`src/rtl/dac_serial_tx_if.sv`:
```
// Sample handshake plus DAC serial pins for dac_serial_tx.
// The master supplies samples and the slave transmits them.
interface dac_serial_tx_if;
    logic [11:0] din;
    logic        din_valid;
    logic        din_ready;
    logic        sclk;
    logic        sync_n;
    logic        sdata;
    logic        done;

    modport master (
        output din,
        output din_valid,
        input  din_ready,
        input  sclk,
        input  sync_n,
        input  sdata,
        input  done
    );

    modport slave (
        input  din,
        input  din_valid,
        output din_ready,
        output sclk,
        output sync_n,
        output sdata,
        output done
    );
endinterface

```
`src/rtl/dac_serial_tx.sv`:
```
// Frames 12-bit samples into 16-bit words and shifts them out MSB first to a
// DAC121S101-class converter, generating sclk/sync_n locally.
module dac_serial_tx #(
    parameter int unsigned HALF_PERIOD = 66,
    parameter logic [1:0]  PD_MODE     = 2'b00
) (
    input  logic           clk,
    input  logic           rst,
    dac_serial_tx_if.slave bus
);
    typedef enum logic [1:0] {IDLE, SHIFT, GAP} state_t;

    localparam logic [7:0] PHASE_LAST = 8'(HALF_PERIOD - 1);

    state_t      r_state,    r_state_next;
    logic [7:0]  r_phase,    r_phase_next;
    logic [3:0]  r_bit_idx,  r_bit_idx_next;
    logic [14:0] r_shift,    r_shift_next;
    logic        r_gap_half, r_gap_half_next;
    logic        r_sclk,     r_sclk_next;
    logic        r_sync_n,   r_sync_n_next;
    logic        r_sdata,    r_sdata_next;
    logic        r_din_ready, r_din_ready_next;
    logic        r_done,     r_done_next;

    logic [15:0] w_frame;
    logic        w_accept;
    logic        w_phase_end;

    assign w_frame     = {2'b00, PD_MODE, bus.din};
    assign w_accept    = bus.din_valid && r_din_ready;
    assign w_phase_end = (r_phase == PHASE_LAST);

    always_ff @(posedge clk) begin
        if (rst) begin
            r_state     <= IDLE;
            r_phase     <= 8'd0;
            r_bit_idx   <= 4'd0;
            r_shift     <= 15'd0;
            r_gap_half  <= 1'b0;
            r_sclk      <= 1'b1;
            r_sync_n    <= 1'b1;
            r_sdata     <= 1'b0;
            r_din_ready <= 1'b0;
            r_done      <= 1'b0;
        end else begin
            r_state     <= r_state_next;
            r_phase     <= r_phase_next;
            r_bit_idx   <= r_bit_idx_next;
            r_shift     <= r_shift_next;
            r_gap_half  <= r_gap_half_next;
            r_sclk      <= r_sclk_next;
            r_sync_n    <= r_sync_n_next;
            r_sdata     <= r_sdata_next;
            r_din_ready <= r_din_ready_next;
            r_done      <= r_done_next;
        end
    end

    always_comb begin
        r_state_next     = r_state;
        r_phase_next     = r_phase;
        r_bit_idx_next   = r_bit_idx;
        r_shift_next     = r_shift;
        r_gap_half_next  = r_gap_half;
        r_sclk_next      = r_sclk;
        r_sync_n_next    = r_sync_n;
        r_sdata_next     = r_sdata;
        r_din_ready_next = r_din_ready;
        r_done_next      = 1'b0;

        case (r_state)
            IDLE: begin
                r_din_ready_next = 1'b1;
                r_sclk_next      = 1'b1;
                r_sync_n_next    = 1'b1;
                if (w_accept) begin
                    r_state_next     = SHIFT;
                    r_bit_idx_next   = 4'd15;
                    r_phase_next     = 8'd0;
                    r_sync_n_next    = 1'b0;
                    r_sdata_next     = w_frame[15];
                    r_shift_next     = w_frame[14:0];
                    r_din_ready_next = 1'b0;
                end
            end
            SHIFT: begin
                if (w_phase_end) begin
                    r_phase_next = 8'd0;
                    // sclk doubles as the half-bit flag while shifting
                    if (r_sclk) begin
                        r_sclk_next = 1'b0;
                    end else if (r_bit_idx != 4'd0) begin
                        r_bit_idx_next = r_bit_idx - 4'd1;
                        r_sdata_next   = r_shift[14];
                        r_shift_next   = {r_shift[13:0], 1'b0};
                        r_sclk_next    = 1'b1;
                    end else begin
                        r_state_next    = GAP;
                        r_sync_n_next   = 1'b1;
                        r_sclk_next     = 1'b1;
                        r_sdata_next    = 1'b0;
                        r_gap_half_next = 1'b0;
                    end
                end else begin
                    r_phase_next = r_phase + 8'd1;
                end
            end
            GAP: begin
                if (w_phase_end) begin
                    r_phase_next = 8'd0;
                    if (!r_gap_half) begin
                        r_gap_half_next = 1'b1;
                    end else begin
                        r_gap_half_next  = 1'b0;
                        r_state_next     = IDLE;
                        r_done_next      = 1'b1;
                        r_din_ready_next = 1'b1;
                    end
                end else begin
                    r_phase_next = r_phase + 8'd1;
                end
            end
            default: begin
                r_state_next = IDLE;
            end
        endcase
    end

    assign bus.din_ready = r_din_ready;
    assign bus.sclk      = r_sclk;
    assign bus.sync_n    = r_sync_n;
    assign bus.sdata     = r_sdata;
    assign bus.done      = r_done;
endmodule
```
`src/flat_wrapper.sv`:
```
// flat-port wrapper written by rule: the top's interface ports become plain ports
module dac_serial_tx_flat 
#(
    parameter int unsigned HALF_PERIOD = 66,
    parameter logic [1:0]  PD_MODE     = 2'b00
)
  (clk, rst, bus_din, bus_din_valid, bus_din_ready, bus_sclk, bus_sync_n, bus_sdata, bus_done);
  dac_serial_tx_if bus_i ();
  input  logic clk;
  input  logic rst;
  input wire logic [$bits(bus_i.din)-1:0] bus_din;
  input wire logic [$bits(bus_i.din_valid)-1:0] bus_din_valid;
  output wire logic [$bits(bus_i.din_ready)-1:0] bus_din_ready;
  output wire logic [$bits(bus_i.sclk)-1:0] bus_sclk;
  output wire logic [$bits(bus_i.sync_n)-1:0] bus_sync_n;
  output wire logic [$bits(bus_i.sdata)-1:0] bus_sdata;
  output wire logic [$bits(bus_i.done)-1:0] bus_done;
  assign bus_i.din = bus_din;
  assign bus_i.din_valid = bus_din_valid;
  assign bus_din_ready = bus_i.din_ready;
  assign bus_sclk = bus_i.sclk;
  assign bus_sync_n = bus_i.sync_n;
  assign bus_sdata = bus_i.sdata;
  assign bus_done = bus_i.done;
  dac_serial_tx #(.HALF_PERIOD(HALF_PERIOD), .PD_MODE(PD_MODE)) u_core (.clk(clk), .rst(rst), .bus(bus_i));
endmodule
```
`config.mk`:
```
export PLATFORM = sky130hd
export DESIGN_NAME = dac_serial_tx_flat
export DESIGN_NICKNAME = d
export VERILOG_FILES = /design/src/rtl/dac_serial_tx_if.sv /design/src/rtl/dac_serial_tx.sv /design/src/flat_wrapper.sv
export SDC_FILE = /design/constraint.sdc
export NUM_CORES = 1
export LEC_CHECK = 0
export ABC_AREA = 1
export BUFFER_PORTS_ARGS = -buffer_cell sky130_fd_sc_hd__buf_2
export CORE_MARGIN = 2
export CORE_UTILIZATION = 42
export DETAILED_ROUTE_END_ITERATION = 7
export PLACE_DENSITY = 0.7
export SLEW_MARGIN = 5
export SYNTH_ARGS = -nofsm -noshare
export SYNTH_HDL_FRONTEND = slang
export SYNTH_SLANG_ARGS = --single-unit
```
`constraint.sdc`:
```
create_clock -name clk -period 2.1 [get_ports clk]
set_input_delay 0.105 -clock clk [delete_from_list [all_inputs] [get_ports clk]]
set_output_delay 0.105 -clock clk [all_outputs]
set_load 0.01 [all_outputs]
```
* After elaboration in Yosys (flattened, before gate mapping)
Cells that the tools add are included.
Word-level totals: bits in registers 35, input bits 15
Operators by class: add/sub/neg operators 2, eq/ne operators 10, multiplexer cells 43, bitwise logic cells 2, reductions and logical operators 17
Operators with widths (number):
- 15-bit 2-to-1 mux | 4
- 15-bit case mux with 2 select lines | 1
- 1-bit 2-to-1 mux | 18
- 4-bit 2-to-1 mux | 4
- 8-bit 2-to-1 mux | 2
- 8-bit case mux with 2 select lines | 1
- 2-bit 2-to-1 mux | 6
- 2-bit by 1-bit != test with 1-bit output, second input constant | 5
- 1-bit case mux with 2 select lines | 5
- 5-bit AND reduction | 2
- 8-bit by 1-bit adder with 8-bit output, second input constant | 1
- 8-bit by 7-bit == test with 1-bit output, second input constant | 1
- 4-bit case mux with 2 select lines | 1
- 4-bit AND reduction | 2
- 2-bit nonzero test | 4
- 2-bit case mux with 3 select lines | 1
- 6-bit AND reduction | 1
- 2-bit != test, second input constant | 2
- 2-bit AND reduction | 2
- 4-bit nonzero test | 1
- 4-bit by 1-bit subtractor with 4-bit output, second input constant | 1
- 3-bit AND reduction | 1
- 3-bit OR reduction | 1
- 2-bit by 1-bit == test with 1-bit output, second input constant | 1
- other kinds (5) | 6

* Longest topological paths before layout
depth in word-level cells 5, mapped depth 12

* Worst setup path before layout
Ideal clock, no wire load.
path kind register -> register, start reg u_core.r_state[1], end reg u_core.r_bit_idx[1], library setup time 0.113 ns, data arrival time 1.419 ns, setup slack 0.568 ns, cell stages (with the launch flop) 11, path buffers 2, clock period less this slack 1.532 ns, path through dfxtp_1 > inv_1 > ha_1 > buf_2 > nor2_1 > inv_1 > nand2_2 > nand3_4 > buf_2 > nor2_1 > nor2_1
Between the ends: word-level cells in the longest chain between the ends 3, elaborated cells on any way between the ends 9
RTL lines:
- from (decl) | line dac_serial_tx.sv:15 | state_t r_state, r_state_next;
- from (signal assigned) | line dac_serial_tx.sv:47 | r_state <= r_state_next;
- 2-bit by 1-bit == test with 1-bit output / 2-bit zero test (equally long branches) | line dac_serial_tx.sv:72 | case (r_state)
- 2-bit by 1-bit != test with 1-bit output (no line), or another cell as far along
- 5-bit AND reduction (no line)
- to (signal assigned) | line dac_serial_tx.sv:49 | r_bit_idx <= r_bit_idx_next;
- to (decl) | line dac_serial_tx.sv:17 | logic [3:0] r_bit_idx, r_bit_idx_next;
Parallel ways exist; a longest one is shown, timed or not. A chain may end at the register's enable or synchronous reset.

* Worst setup path in the final report
start reg u_core.r_state[0], end reg u_core.r_phase[3]
Between the ends: word-level cells in the longest chain between the ends 4, elaborated cells on any way between the ends 8
RTL lines:
- 2-bit by 1-bit == test with 1-bit output / 2-bit == test (equally long branches) | line dac_serial_tx.sv:72
- 2-bit OR reduction (no line)
- 2-bit nonzero test (no line)
- 2-bit AND reduction (no line)
- to (signal assigned) | line dac_serial_tx.sv:48 | r_phase <= r_phase_next;
- to (decl) | line dac_serial_tx.sv:16 | logic [7:0] r_phase, r_phase_next;
Parallel ways exist; a longest one is shown, timed or not.

==> results.cfg <==
[outcome]
status = finished, final reports clean

[routing]
postRouteWirelength_mm = 3.75
dr.pass1.iters = 4
final_antenna_net_count = 0
detailroute.via_count = 1780
drcViolationCount = 0
detail_route.vias_per_cell = 4.78
detail_route.wl_per_cell_um = 10.1
initialDrtViolationCount = 173

[timing]
final-max-slew-violation-count = 0
timing.setup.tns_ns = 0
finalCriticalPeriod_ns = 1.83
max_slew.worst_pin.slew_ns = 0.738
fmax_mhz = 546
max-slew-margin-rel = 0.505
timing_hold_violations_final = 0
final_min_period_over_clock_period = 0.872
timing.clock.skew_ns = 0.00526
setup-violations-final = 0
setup_repair_after_global_routing_missed_its_margin = false

[logic_synthesis]
post_synth_inst_count = 300
synth_area_um2 = 1940
synth_compound_gate_area_share = 0.0850
synth-warning-count = 0
yosys_register_bits = 35
netlist_top_cells_count = nand2_1, nor2_1, inv_1
synth.lib_cells_used.distinct = 29
post_synth.cell_area_avg_um2 = 6.48
synth_nets = 321
yosys_most_used_dff = dfxtp_1
synth.top_cells.by_area = dfxtp_1, nand2_1, nor2_1
synth_edf_count = 0
synthXorXnorAreaFrac = 0.0135
synth_top_family_by_area = simple AND/OR/NAND/NOR gates
ys_async_sr_fraction = 0
post_synth_fa_ha_maj_area_fraction = 0.0386
post_synthesis_share_of_cell_area_spent_on_and_or_nand_and_nor_gates = 0.388
synth_top_cell_area_share = 0.361
dominant_cell_by_count_in_the_synthesized_netlist = nand2_1
synthMuxAreaShare = 0
synth_area_leader_cell = dfxtp_1
seq_area_frac_synth = 0.361

[floorplan]
design.core.area_um2 = 4410
dieWidth_um = 72.0
die_y_um = 72.0
initial_utilization = 0.440
core.rowCount = 24
floorplan.die_area_um2 = 5190
boundaryPins = 20

[final_layout]
num_antenna_cells = 0
drive_above_1_share = 0.150
area_delta_synth_final_pct = 11.3
nets = 342
finish.utilization = 0.490
fillers = 442

[hold_path]
hp-start = rst
hold_path.class = in2reg
min_delay_path_depth = 2
worstHoldEndpoint = u_core.bus.din_ready

[run]
max_cap_violations = 0

[power]
power-per-cell-area_nw_per_um2 = 1220
p_leak_nw = 1.05
max-vdd-ir-drop_mv = 0.353

[clock_network]
ctsRootBufferMaster = clkbuf_8
numClockSinks = 35
worst_setup_hold_path_clk_slew_ns = 0.07
cts_max_path_buffers = 2
numCtsBuffers = 5
clock_latency_ns = 0.28
cts_tree = done
cts_max_level = 2
cts_setup_buffers = 0

[setup_path]
cp_data_arrival_time_ns = 2.02
startpoint_type = flop
worstSetupEndpointType = flop
worst_r2r_endpoint = u_core.r_phase[3]
reg2reg_setup_slack_ns = 0.27
r2r_cells = 8
worstReg2RegStart = u_core.r_state[0]
worstPathMaxFanout = 13
timing.critical_path.required_ns = 2.29
criticalPathCategory = reg2reg

[global_route]
grt_util_all_layers = 0.151
first_pass_grt_wire_length_mm = 6.32
gr-total-overflow = 0
grt_max_degree = 33
first_global_vias = 1471
number_of_antenna_violations_at_the_first_check_in_global_routing = 0

[placed_design]
io_buffers = 19
dp_hpwl_mm = 2.56
routabilityCongestion = 0.761
## cell families after synthesis
family                   Yosys count
AND/OR/NAND/NOR                  172
buffers and inverters             53
flip-flops                        35
AO/OA/AOI/OAI                     31
adder cells (fa/ha/maj)            6
XOR/XNOR                           3
## layer usage
metal  vias up  wire, um  global-route usage
li1        963         -                   -
met1       778      1860               0.205
met2        33      1680               0.231
met3         6       149              0.0417
met4         0        51              0.0503
met5         -         0                   0
## worst max-delay path: stages (launching register included)
cell      delay [ns]
dfxtp_1         0.33
inv_1           0.08
ha_1            0.24
nand2_2         0.24
o21ai_2         0.26
inv_1           0.13
o21ai_0         0.10
nand2_1         0.15
a211oi_1        0.22
## worst max path at each step
stage                      start             endpoint  slack, ns  cells past startpoint
3_5_place_dp   u_core.r_state[1]    u_core.r_shift[0]       0.18                      9
6_report       u_core.r_state[0]    u_core.r_phase[3]       0.27                      8
5_1_grt        u_core.r_state[1]    u_core.r_phase[3]       0.06                      8
2_1_floorplan  u_core.r_state[1]  u_core.r_bit_idx[1]       0.57                     10
3_3_place_gp   u_core.r_state[0]    u_core.r_phase[3]       0.24                      8
4_1_cts        u_core.r_state[1]    u_core.r_shift[0]       0.18                      9
## cell usage in the layout, fill, tap and decap left out, drive strengths merged
cell and count:
o21ai 18, clkbuf 6, inv 43, ha 6, xnor2 1, nor3 1, a211oi 1, a31oi 1
buf 22, nand3 12, o211ai 1, nand2 89, or2 2, xor2 2, nand4 9, nor2 59
nand3b 1, dfxtp 35, a21oi 10, clkinv 1
## area by class of cell
cell class	instances	area [um^2]	share of cell area
clock buffer	6	72.6	0.0336
multi-input combinational	213	1040	0.481
sequential	35	701	0.324
timing repair buffer	22	118	0.0544
inverter	44	165	0.0764
tap	52	65.1	0.0301
## registers in the layout, summed over array words and instances, names as in the netlist
name,count
u_core.bus.din_ready,1
u_core.bus.done,1
u_core.bus.sclk,1
u_core.bus.sdata,1
u_core.bus.sync_n,1
u_core.r_bit_idx,4
u_core.r_gap_half,1
u_core.r_phase,8
u_core.r_shift,15
u_core.r_state,2
## stage by stage
step | instances | setup slack, ns | instance area, um^2 | hold slack (ns) | total power, W
6_report | 372 | 0.268 | 2160 | 0.0534 | 0.00263
5_1_grt | 372 | 0.0575 | 2160 | 0.0508 | 0.00291
4_1_cts | 371 | 0.176 | 2140 | 0.0428 | 0.00260
3_5_place_dp | 365 | 0.182 | 2070 | 0.346 | 0.00215
3_3_place_gp | 365 | 0.235 | 2070 | 0.336 | 0.00212
2_1_floorplan | 300 | 0.568 | 1940 | 0.174 | 0.00196
## power by group
part | switching, W | internal [W]
clock | 0.000220 | 0.000221
combinational | 0.000862 | 0.000440
sequential | 0.0000707 | 0.000815
total | 0.00115 | 0.00148
## what timing repair did
| action | in CTS | in global routing |
|---|---|---|
| hold buffers | 0 | 0 |
| gates resized for setup | 0 | 2 |
| setup endpoints to repair | 0 | 15 |
Power figures use the tool's default switching activity.
